[src/rtl/regfile_param.sv]
// regfile_param: parameterized register file with two bypassable read ports, a debug read port and a soft clear
module regfile_param #(
  parameter int DATA_WIDTH = 32,
  parameter int ADDR_WIDTH = 5,
  parameter int ZERO_REG = 1,
  parameter int BYPASS = 1
) (
  input  logic                  clk,
  input  logic                  reset,
  input  logic                  RegWrite,
  input  logic [ADDR_WIDTH-1:0] WriteRegister,
  input  logic [DATA_WIDTH-1:0] WriteData,
  input  logic [ADDR_WIDTH-1:0] ReadRegister1,
  input  logic [ADDR_WIDTH-1:0] ReadRegister2,
  output logic [DATA_WIDTH-1:0] ReadData1,
  output logic [DATA_WIDTH-1:0] ReadData2,
  input  logic [ADDR_WIDTH-1:0] DebugRegister,
  output logic [DATA_WIDTH-1:0] DebugData,
  input  logic                  clear_req,
  output logic                  busy,
  output logic                  clear_done
);
  localparam int DEPTH = 1 << ADDR_WIDTH;
  typedef enum logic [1:0] {IDLE, CLEAR, DONE} state_t;
  state_t state, state_nxt;
  logic [ADDR_WIDTH-1:0] cnt;
  logic [DATA_WIDTH-1:0] regs [DEPTH];
  logic wr_en;
  function automatic logic is_zero(input logic [ADDR_WIDTH-1:0] a);
    return ZERO_REG != 0 && a == '0;
  endfunction
  function automatic logic [DATA_WIDTH-1:0] rd(input logic [ADDR_WIDTH-1:0] a);
    return is_zero(a) ? '0 : (BYPASS != 0 && wr_en && a == WriteRegister) ? WriteData : regs[a];
  endfunction
  assign busy = state != IDLE;
  assign clear_done = state == DONE;
  assign wr_en = RegWrite && !busy && !is_zero(WriteRegister);
  assign ReadData1 = rd(ReadRegister1);
  assign ReadData2 = rd(ReadRegister2);
  assign DebugData = is_zero(DebugRegister) ? '0 : regs[DebugRegister];
  always_comb begin
    state_nxt = state == IDLE ? (clear_req ? CLEAR : IDLE) :
                state == CLEAR ? (&cnt ? DONE : CLEAR) : IDLE;
  end
  always_ff @(posedge clk or posedge reset) begin
    if (reset) begin
      state <= IDLE;
      cnt <= '0;
      regs <= '{default: '0};
    end else begin
      state <= state_nxt;
      if (state == CLEAR) begin
        regs[cnt] <= '0;
        cnt <= cnt + 1'b1;
      end else if (state == IDLE && clear_req) begin
        cnt <= '0;
      end
      if (wr_en) regs[WriteRegister] <= WriteData;
    end
  end
endmodule

[config.mk]
export PLATFORM = sky130hd
export DESIGN_NAME = regfile_param
export DESIGN_NICKNAME = d
export VERILOG_FILES = /design/src/rtl/regfile_param.sv
export SDC_FILE = /design/constraint.sdc
export NUM_CORES = 2
export LEC_CHECK = 0
export CELL_PAD_IN_SITES_DETAIL_PLACEMENT = 1
export CELL_PAD_IN_SITES_GLOBAL_PLACEMENT = 2
export CORE_ASPECT_RATIO = 0.8
export CORE_MARGIN = 2
export CORE_UTILIZATION = 42
export CTS_CLUSTER_SIZE = 30
export DETAILED_ROUTE_END_ITERATION = 10
export HOLD_SLACK_MARGIN = 0.12
export PLACE_DENSITY_LB_ADDON = 0.05
export SYNTH_ARGS = -nofsm -noshare
export SYNTH_HDL_FRONTEND = slang
export SYNTH_SLANG_ARGS = --single-unit
[constraint.sdc]
create_clock -name clk -period 45.7 [get_ports clk]
set_input_delay 9.14 -clock clk [delete_from_list [all_inputs] [get_ports clk]]
set_output_delay 9.14 -clock clk [all_outputs]
set_load 0.02 [all_outputs]
==> results.ini <==
[sta]
period_minus_slack_ns = 23.32
worst_slew_pin_slew_ns = 1.32
fin_crit_sh_pct = 51.0
finClkSkew_ns = 0.0291
slew_headroom_pct = 11.3
max_freq_mhz = 42.9
setup_viol = 0
fin_tns_setup_ns = 0
hold_ws_ns = 0.534
rsz0062_at_grt = no
slew_violations = 0
hold_viol = 0

[worst_hold_path]
hold_path_depth = 1
holdPathEnd = regs[999]
min_path_type = register to register
worst_hold_startpoint = regs[999]

[floorplan]
initial_core_util_pct = 42.3
chipWidth_um = 446
io_pins = 154
rows = 129
die_h_um = 357
coreArea_mm2 = 0.155
die_area_mm2 = 0.159

[synth]
syn-instance-count = 6717
synth_area_mm2 = 0.0655
synth_fp_nets = 6778
synth_top_cell_by_area = dfrtp_1
ys_seq_elements = 1031
syn_area_per_cell_um2 = 9.76
synth_edf_count = 0
synthFlopType = dfrtp_1
synthTopCellsByArea = dfrtp_1 39%, mux4_2 23%, nand2_1 12%
synth.distinct_cells = 60
netlist.area_leader.share_pct = 39.4
ys_async_sr_fraction_pct = 100
ys.warnings.count = 0
yosysSeqAreaShare_pct = 39.4

[clocking]
clkSlewWorstSetupHoldPaths_ns = 0.06
clock-root-buffer = clkbuf_16
insertion_delay_ns = 0.79
postCtsHoldBufs = 0
cts_resized = 0
clkSinkCount = 1031
cts_tree = yes
clockBufferDepth = 3
h-tree-depth = 3
cts_inserted_buffers = 117
post-cts-setup-buffer-count = 0

[grt]
grt_max_degree = 160
grt_pass1_vias = 59800
grt_use_total_pct = 43.2
antenna_found_initial = 21
grt_pass1_wl_mm = 480
overflow = 0

[critical_path]
rr_endpoint = regs[362]
critical_path_required_ns = 36.56
r2r_cells = 6
timing.rr.start = state[0]
worstSetupStartpointType = primary input
cp.arrival_ns = 14.18
critPathKind = primary input to primary output
crit_fanout = 37
rrSetupSlack_ns = 41.70
cp-end-kind = primary output

[routing]
ant_nets = 0
avgViaCountPerCell = 7.03
drt-total-wl_mm = 345
firstDrtPassIters = 6
first_iter_violations = 8367
wl_per_cell_um = 40.1
vias = 60500
drc_errors = 0

[placement]
globalplace.congestion = 0.905
placed_cells = 8377
portBuffers = 153
hpwl_mm = 199

[pwr]
p_int_uw = 2630
vdd_drop_max_mv = 0.0379
p_seq_share_pct = 40.5
pwr-share-clk_pct = 24.3
switchingPower_uw = 1670
power_uw = 4300
powerDensity_mw_per_mm2 = 59.0
combinationalPowerShare_pct = 35.2
p_leak_uw = 0.0297
swShare_pct = 38.9

[finish]
finalNonFillerCells = 8608
syn_to_final_growth_pct = 11.2
fin_nets = 6527
drive_gt1_share_pct = 20.0

[job]
drv_cap = 0

[run_status]
status = complete, no violations

==> synthesized netlist by cell type (all sizes together) (5+ instances only) <==
cell type	instances
nand2	2078
dfrtp	1031
o21ai	1006
mux4	681
clkbuf	570
mux2i	180
o22ai	162
buf	155
nand3	118
mux2	117
nor2	108
nor3	69
a21oi	51
a221oi	48
and2	41
inv	41
nor4	36
a22oi	27
nor2b	21
o22a	17
a22o	16
a2bb2oi	13
a211oi	12
nand2b	11
o221ai	11
a31oi	9
nor3b	8
o21bai	7
xnor2	7
a2111oi	6
ha	5
nand4	5
o211ai	5
==> state kept, by name, summed over array words and instances (netlist names) <==
signal  count
regs     1024
cnt         5
state       2
==> worst max path at each step <==
stage | from | to | depth (start not counted)
after CTS | DebugRegister[0] | DebugData[8] | 9
after global routing | DebugRegister[0] | DebugData[8] | 9
after global placement | DebugRegister[0] | DebugData[8] | 9
after floorplan | reset | cnt[0] | 1
after detailed placement | DebugRegister[0] | DebugData[8] | 9
final | ReadRegister1[2] | ReadData1[22] | 9
==> metrics by stage <==
step           setup slack [ns]  util (%)  area [um2]
3_5_place_dp              22.51      44.4       68700
6_report                  22.38      47.1       72900
2_1_floorplan              7.55         -       65500
4_1_cts                   22.50      47.0       72800
3_3_place_gp              22.51      44.4       68700
5_1_grt                   22.39      47.1       72800
==> cells in the final DEF, fill, tap and decap left out, types with 17 or more instances in the layout <==
cell type        netlist  final
nand3_1              118    118
mux2i_1              180    180
a221oi_1              48     48
nor2_1               108     81
o22ai_1              162    162
dfrtp_1             1031   1031
nand2_2                0     25
nor2b_1               21     20
nand2_1             2078   2043
o22a_1                17     17
buf_4                 24    201
a21oi_1               51     51
o21ai_0             1002   1000
clkinv_2               0     26
nor3_1                69     68
nor2_4                 0     27
and2_1                41     41
clkbuf_8               0     22
nor4_1                32     30
clkbuf_16              0    120
mux4_2               681    681
a22oi_1               27     27
clkbuf_1             563     24
inv_1                 41     40
clkdlybuf4s50_1        0    139
mux2_2               117    117
==> layer usage <==
layer  wire length, um  part of all wire (%)  vias up  global-route usage (%)
met5               105                 0.030        -                       0
met4             22500                   6.5       14                    23.9
met3             40300                    12     1060                    12.8
met2            149000                    43     4238                    63.4
met1            133000                    39    31500                    57.4
li1                  -                     -    23700                       -
==> power by group through the flow <==
| stage | Clock [uW] | Sequential [uW] | Combinational, uW |
|---|---|---|---|
| floorplan | 0 | 1560 | 1030 |
| global placement | 0 | 1690 | 1440 |
| detailed placement | 0 | 1720 | 1480 |
| CTS | 1050 | 1710 | 1490 |
| global route | 1080 | 1780 | 1620 |
| finish | 1050 | 1740 | 1510 |
==> critical path, stage by stage <==
cell             delay [ns]
buf_4                  0.53
buf_4                  0.78
xnor2_1                0.21
nand2_1                0.14
nor4_4                 1.00
buf_4                  0.68
nor3_1                 0.17
nor3_1                 0.66
clkdlybuf4s50_1        0.75
==> cell families (layout without fill, tap and decap cells) <==
logic type / Yosys count / count (layout) / share of synthesized area [%]
AOI/OAI and AO/OA: 1409 / 1409 / 12.1
xor gates and xnor gates: 10 / 10 / 0.134
adders and majority gates: 5 / 5 / 0.0955
buffers and inverters: 766 / 614 / 4.71
DFF: 1031 / 1031 / 39.4
muxes: 978 / 978 / 28.2
other: 0 / 13 / 0
and+or+nand+nor: 2518 / 2518 / 15.5
==> cell type report <==
class / instances / area [um2]
diodes: 13 / 32.5
fillers: 16900 / 81900
clock buffers: 166 / 3400
multi-input cells: 4920 / 37100
well taps: 2030 / 2540
clock inverters: 52 / 699
flip-flops and latches: 1031 / 25800
repair buffers: 355 / 3130
inverters: 41 / 161
Note: power is estimated with default switching activity, not from simulation.
